`config.mk`:
```
export PLATFORM = sky130hd
export DESIGN_NAME = inst_prefetch
export DESIGN_NICKNAME = d
export VERILOG_FILES = /design/src/rtl/inst_prefetch_pkg.sv /design/src/rtl/inst_prefetch_fifo.sv /design/src/rtl/inst_prefetch.sv
export SDC_FILE = /design/constraint.sdc
export NUM_CORES = 1
export LEC_CHECK = 0
export CAP_MARGIN = 20
export CORE_MARGIN = 3
export CORE_UTILIZATION = 56
export CTS_CLUSTER_SIZE = 16
export DETAILED_ROUTE_END_ITERATION = 8
export PLACE_DENSITY = 0.77
export SYNTH_ARGS = -nofsm -noshare
export SYNTH_HDL_FRONTEND = slang
export SYNTH_SLANG_ARGS = --single-unit
```
`constraint.sdc`:
```
create_clock -name clk -period 3.8 [get_ports clk]
set_input_delay 0.76 -clock clk [delete_from_list [all_inputs] [get_ports clk]]
set_output_delay 0.76 -clock clk [all_outputs]
set_load 0.03 [all_outputs]
```
`src/rtl/inst_prefetch_pkg.sv`:
```
// Shared types and constants for the decoupled instruction prefetcher.
// One FIFO entry pairs the fetched word with its fetch address + 4.
package inst_prefetch_pkg;

  localparam logic [31:0] NOP_INST = 32'h0;
  localparam logic [31:0] PC_STEP  = 32'd4;

  typedef struct packed {
    logic [31:0] inst;
    logic [31:0] pc4;
  } fetch_entry_t;

endpackage

```
`src/rtl/inst_prefetch_fifo.sv`:
```
// Synchronous FIFO holding fetched {inst, pc+4} entries.
// Flush empties it in one cycle; the head is presented combinationally.
module prefetch_fifo
  import inst_prefetch_pkg::*;
#(
  parameter int DEPTH = 4
) (
  input  logic                       clk,
  input  logic                       rst,
  input  logic                       push_i,
  input  fetch_entry_t               push_data_i,
  input  logic                       pop_i,
  input  logic                       flush_i,
  output fetch_entry_t               head_o,
  output logic [$clog2(DEPTH):0]     count_o
);

  localparam int AW = $clog2(DEPTH);
  localparam int CW = $clog2(DEPTH) + 1;

  fetch_entry_t    mem_q [DEPTH];
  logic [AW-1:0]   wr_ptr_q;
  logic [AW-1:0]   rd_ptr_q;
  logic [CW-1:0]   count_q;

  always_ff @(posedge clk) begin
    if (!rst || flush_i) begin
      wr_ptr_q <= '0;
      rd_ptr_q <= '0;
      count_q  <= '0;
    end else begin
      if (push_i) wr_ptr_q <= wr_ptr_q + AW'(1);
      if (pop_i)  rd_ptr_q <= rd_ptr_q + AW'(1);
      count_q <= count_q + CW'(push_i) - CW'(pop_i);
    end
  end

  // Storage is not reset; only entries below count are ever observed.
  always_ff @(posedge clk) begin
    if (rst && !flush_i && push_i) mem_q[wr_ptr_q] <= push_data_i;
  end

  assign head_o  = mem_q[rd_ptr_q];
  assign count_o = count_q;

endmodule

```
`src/rtl/inst_prefetch.sv`:
```
// Decoupled fetch front end: credit-limited in-order requests to imem,
// FIFO-buffered responses to decode, and redirect with in-flight discard.
module inst_prefetch
  import inst_prefetch_pkg::*;
#(
  parameter int          DEPTH    = 4,
  parameter logic [31:0] RESET_PC = 32'h0000_0000
) (
  input  logic        clk,
  input  logic        rst,
  input  logic        pc_src,
  input  logic [31:0] add_res,
  output logic        imem_req_valid,
  input  logic        imem_req_ready,
  output logic [31:0] imem_addr,
  input  logic        imem_rsp_valid,
  input  logic [31:0] imem_rsp_data,
  output logic        d_valid,
  input  logic        d_ready,
  output logic [31:0] d_inst,
  output logic [31:0] d_pc
);

  localparam int CW = $clog2(DEPTH) + 1;

  logic [31:0]   fetch_pc_q, fetch_pc_d;
  logic [31:0]   rsp_pc_q, rsp_pc_d;
  logic [CW-1:0] inflight_q, inflight_d;
  logic [CW-1:0] discard_q, discard_d;
  logic [CW-1:0] count;
  logic [CW:0]   credit_used;
  logic          req_fire, rsp_keep, pop;
  fetch_entry_t  head, push_data;

  // Credits cover buffered plus in-flight words, so every response has a slot.
  assign credit_used    = {1'b0, count} + {1'b0, inflight_q};
  assign imem_req_valid = rst && (credit_used < (CW+1)'(DEPTH)) && !pc_src;
  assign imem_addr      = fetch_pc_q;
  assign req_fire       = imem_req_valid && imem_req_ready;
  assign rsp_keep       = imem_rsp_valid && (discard_q == '0) && !pc_src;
  assign pop            = d_valid && d_ready && !pc_src;
  assign push_data      = '{inst: imem_rsp_data, pc4: rsp_pc_q + PC_STEP};

  assign d_valid = (count != '0);
  assign d_inst  = d_valid ? head.inst : NOP_INST;
  assign d_pc    = d_valid ? head.pc4  : 32'h0;

  always_comb begin
    inflight_d = inflight_q + CW'(req_fire) - CW'(imem_rsp_valid);
    fetch_pc_d = req_fire ? fetch_pc_q + PC_STEP : fetch_pc_q;
    rsp_pc_d   = rsp_keep ? rsp_pc_q + PC_STEP : rsp_pc_q;
    discard_d  = (imem_rsp_valid && discard_q != '0) ? discard_q - CW'(1) : discard_q;
    if (pc_src) begin
      fetch_pc_d = add_res;
      rsp_pc_d   = add_res;
      discard_d  = inflight_d;
    end
  end

  always_ff @(posedge clk) begin
    if (!rst) begin
      fetch_pc_q <= RESET_PC;
      rsp_pc_q   <= RESET_PC;
      inflight_q <= '0;
      discard_q  <= '0;
    end else begin
      fetch_pc_q <= fetch_pc_d;
      rsp_pc_q   <= rsp_pc_d;
      inflight_q <= inflight_d;
      discard_q  <= discard_d;
    end
  end

  always_ff @(posedge clk) begin
    if (rst && imem_rsp_valid) begin
      rsp_credit_chk: assert (inflight_q != '0);
    end
  end

  prefetch_fifo #(.DEPTH(DEPTH)) u_fifo (
    .clk         (clk),
    .rst         (rst),
    .push_i      (rsp_keep),
    .push_data_i (push_data),
    .pop_i       (pop),
    .flush_i     (pc_src),
    .head_o      (head),
    .count_o     (count)
  );

endmodule

```
* Yosys cells after proc, flatten, opt, wreduce, memory -nomap -nowiden
Memory sizes are Yosys's and may differ from the RTL's. A register that Yosys moved wholly into a read port is not among the register bits.
Index checks and enable logic that the tools add are counted.
** Word-level totals
- Register bits :: 77
- Bits in writable memories :: 256
- Output and inout bits :: 98
- Logic and storage cells :: 50
- Memories :: 1
** Memory list
- u_fifo.mem_q :: words 4, bits a word 64, read ports 1, clocked after memory_dff 1, wr ports 1, line inst_prefetch_fifo.sv:21 : fetch_entry_t mem_q [DEPTH];
** Cells by class
- Add/subtract/negate cells :: 10
- Magnitude comparators :: 1
- Multiplexer cells :: 12
- Reduce and logical (&&, ||, !) cells :: 19
** Operators by type and width (number)
- $mux W32 :: 6
- $add A32 B3 Y32 const B :: 2
- $logic_and A1 B1 Y1 :: 10
- $add A3 B1 Y3 :: 2
- $mux W3 :: 2
- $reduce_bool A2 Y1 :: 3
- $reduce_bool A3 Y1 :: 2
- $sub A3 B1 Y3 :: 2
- $add A2 B1 Y2 const B :: 2
- $add A3 B3 Y4 :: 1
- $lt A4 B3 Y1 const B :: 1
- $mux W2 :: 2
- $logic_not A3 Y1 :: 1
- $sub A3 B1 Y3 const B :: 1
- $logic_not A1 Y1 :: 2
- $mux W1 :: 2
- $logic_or A1 B1 Y1 :: 1

* Depth between registers and ports, before layout
- Word-level depth :: 8
- Depth in mapped cells :: 12

* Modules after synthesis
A second synthesis with hierarchy kept.
** Second synthesis, totals
- Cells, all modules :: 935
- Area total of the unflattened synthesis :: 14176.1 µm²
** Modules (own cells, without submodules)
- prefetch_fifo :: instances 1, cells each 376, area each 9750.6 µm²
- inst_prefetch :: instances 1, cells each 559, area each 4425.5 µm²

* Worst setup path after synthesis
OpenSTA, ideal clock, no wires.
- Path type :: input-to-reg
- Start point :: input port imem_rsp_valid
- End point :: memory u_fifo.mem_q[0][0] in the netlist's numbering, enable pin
- Data arrival time :: 2.837 ns
- Path slack :: 0.533 ns
- Cell stages on the path :: 3
- Path through :: and3b_1 clkbuf_1 and3_1
** On the way
- Longest elaborated chain between the ends :: 5
** RTL lines
- start, declared :: line inst_prefetch.sv:16 : input logic imem_rsp_valid,
- $logic_and A1 B1 Y1 (2 in series) :: line inst_prefetch.sv:40 : assign rsp_keep = imem_rsp_valid && (discard_q == '0) && !pc_src;
- $logic_and A1 B1 Y1 :: line inst_prefetch_fifo.sv:40 : if (rst && !flush_i && push_i) mem_q[wr_ptr_q] <= push_data_i;
- $mux W1 :: line inst_prefetch_fifo.sv:40
- $mux W1 (implied by the code) :: line inst_prefetch_fifo.sv:40
- end, declared :: line inst_prefetch_fifo.sv:21
No other way between the ends.

==> reports/metrics.yaml <==
floorplanning:
  dieHeight_um: 165
  coreArea_mm2: 0.0246
  placementRows: 57
  initial_core_util_pct: 57.7
  dieArea_mm2: 0.0273
  io_pins: 168
  fp.dieW_um: 165
routing:
  route.detailed.drc: 0
  wirelength_mm: 30.1
  drtIter0Drc: 666
  drtAntennaViolNets: 0
  vias: 8582
  vias_per_cell: 5.79
  avgRoutedWirePerCell_um: 20.3
  dr.pass1.iters: 5
final_layout:
  fillCellCount: 1677
  antenna_cells: 0
  layoutNonFillerInstCount: 1481
  area_growth_pct: 22.1
  drive_above_1_share_pct: 13.1
  final_nets: 1221
pwr:
  switching_power_mw: 1.85
  netSwitchingFraction_pct: 23.0
  p_int_mw: 6.19
  combPwrFrac_pct: 10.3
  ir_drop_mv: 0.324
  clkPwrFrac_pct: 37.9
  p_leak_nw: 5.63
  pwr-share-seq_pct: 51.8
  powerDensity_mw_per_mm2: 464
synth:
  syn_area_mm2: 0.0142
  ys_seq_area_share_pct: 65.3
  yosysUniqueCellTypes: 54
  syn-num-nets: 1055
  synth_top_area_share_pct: 54.2
  synth_edf_count: 256
  avgSynthCellArea_um2: 14.6
  yosys_warnings: 0
  yosysMostFrequentCell: "edfxtp_1"
  async_flop_share_pct: 0
  synth_area_leaders: "edfxtp_1 54%, dfxtp_1 11%, mux4_2 10%, and2_1 3.0%, xor2_1 2.6%"
  synth_ff_type: "edfxtp_1"
  synth_cells: 969
  synth_seq_cells: 335
  synth_top_area_cell: "edfxtp_1"
  synth_commonest_cells: "256 x edfxtp_1, 79 x dfxtp_1, 68 x and2_1, 64 x mux4_2, 58 x nand2_1"
placed_design:
  gp_congestion: 0.887
  hpwl_mm: 19.1
  placedCellCount: 1422
  portBuffers: 167
timing:
  timing.fmax_ghz: 0.288
  slew_headroom_pct: 40.5
  skew_ps: 11.0
  finalCritPeriodShare_pct: 91.5
  min_period_ps: 3480
  tightest_slew_ps: 893
  hold_viol: 0
  final_max_slew_viol_count: 0
  fin_tns_setup_ps: 0
  rsz0062_at_grt: "no"
  setup_viol: 0
critical_path:
  crit-reg2reg-capture: "discard_q[2]$_SDFFE_PN0P_"
  crit_arrival_ps: 2720
  required_ps: 3040
  worst_setup_path_end_kind: "primary output"
  reg2reg_slack_ps: 910
  crit_path_start_kind: "register"
  cpMaxStageDelayCell: "mux4_2"
  slowest_delay_ps: 600
  crit_end: "d_pc[16]"
  reg2reg_depth: 12
  regToRegStartpoint: "u_fifo.count_o[2]$_SDFF_PP0_"
  cp_cell_sequence: "buf_12, mux4_2, and2_1, clkdlybuf4s50_1"
  crit_fanout: 30
  worstSetupPathType: "register to primary output"
clock_tree:
  cts.clk_slew.worst_paths_ps: 60
  clockBufferDepth: 3
  cts_resized: 0
  cts_tree: "built"
  clockRootBuffer: "clkbuf_16"
  post-cts-setup-buffers: 0
  clock_latency_ps: 500
  cts_max_level: 2
  clock_sinks: 335
  numCtsBuffers: 34
  hold_buffers: 0
global_routing:
  antenna_found_initial: 1
  first_global_vias: 8728
  grt_pass1_wl_mm: 47.1
  grt_overflow_total: 0
  groute.usage.overall_pct: 22.3
  grt_max_degree: 95
worst_hold_path:
  hold_class: "register to register"
  min_from: "imem_addr[1]$_SDFFE_PN0P_"
flow_run:
  maxCapViolCount: 0
status:
  status: "finished, final reports clean"
==> kinds of logic (layout without fill, tap and decap cells) <==
logic type	Yosys count	count (layout)	synth area share (%)
XOR/XNOR	81	81	5.00
AND/OR/NAND/NOR	284	284	11.3
buffers and inverters	75	263	2.12
adder cells (fa/ha/maj)	16	16	1.52
AO/OA/AOI/OAI	110	110	4.29
flip-flops	335	335	65.3
multiplexers	68	68	10.5
==> placed cells by master (no fill, tap or decap), types with 12 or more instances in the layout <==
master | Yosys | final
inv_1 | 17 | 16
edfxtp_1 | 256 | 256
mux4_2 | 64 | 64
xor2_1 | 42 | 42
nand3_1 | 37 | 37
nor2_1 | 33 | 33
buf_4 | 1 | 12
clkbuf_16 | 0 | 35
nand4_1 | 22 | 22
a31oi_1 | 12 | 12
dfxtp_1 | 79 | 77
nand2_1 | 58 | 58
a21oi_1 | 52 | 52
xnor2_1 | 39 | 39
o21ai_0 | 31 | 31
and2_1 | 68 | 68
ha_1 | 14 | 14
clkdlybuf4s50_1 | 0 | 166
nor3_1 | 12 | 12
==> worst max-delay path, delay by kind of cell, from the launching register on <==
kind / cells / cell delay, ps
buf+inv: 2 / 890
mux: 1 / 600
flops: 1 / 540
simple gates: 1 / 180
==> sequential cells by signal, summed over array words and instances (netlist names), named ones only <==
signal	flops
u_fifo.rd_ptr_q	2
imem_addr	32
u_fifo.count_o	3
inflight_q	3
u_fifo.wr_ptr_q	2
rsp_pc_q	32
u_fifo.mem_q	256
discard_q	3
==> metal layers <==
layer  wire length [um]  global-route usage, %
met1              13100                   31.5
met2              14200                   36.1
met3               2320                   4.56
met4                454                   5.18
met5                  0                      0
==> worst min-delay path by stage <==
stage	end	slack [ps]	depth (start not counted)
CTS	imem_addr[1]$_SDFFE_PN0P_	470	2
finish	imem_addr[1]$_SDFFE_PN0P_	460	2
global placement	imem_addr[1]$_SDFFE_PN0P_	460	2
global route	imem_addr[1]$_SDFFE_PN0P_	480	2
detailed placement	imem_addr[1]$_SDFFE_PN0P_	450	2
floorplan	u_fifo.mem_q[0][0]$_DFFE_PP_	460	0
==> metrics by stage <==
step           power [mW]  util, %  hold WS (ps)  setup WS (ps)  area (um2)
2_1_floorplan        4.71        -           460            533       14200
3_3_place_gp         5.04     66.2           455            444       16300
3_5_place_dp         5.06     66.2           453            409       16300
4_1_cts              8.10     70.3           468            185       17300
5_1_grt              8.33     70.4           485            199       17300
6_report             8.05     70.4           463            324       17300
==> power groups by stage <==
stage	Sequential (mW)	Combinational (mW)	Clock, mW
2_1_floorplan	4.25	0.463	0
5_1_grt	4.18	0.902	3.25
6_report	4.17	0.831	3.05
4_1_cts	4.16	0.830	3.11
3_3_place_gp	4.23	0.807	0
3_5_place_dp	4.24	0.824	0
==> final cells by class <==
cell class                 count  area, um2  share of cell area (%)
multi-input combinational    559       4630                    26.7
inverter                      18       67.6                   0.390
tap                          324        405                    2.34
clock buffer                  43        916                    5.29
sequential                   335       9270                    53.5
clock inverter                15       95.1                   0.549
timing repair buffer         187       1940                    11.2
(Power assumes the default switching activity.)
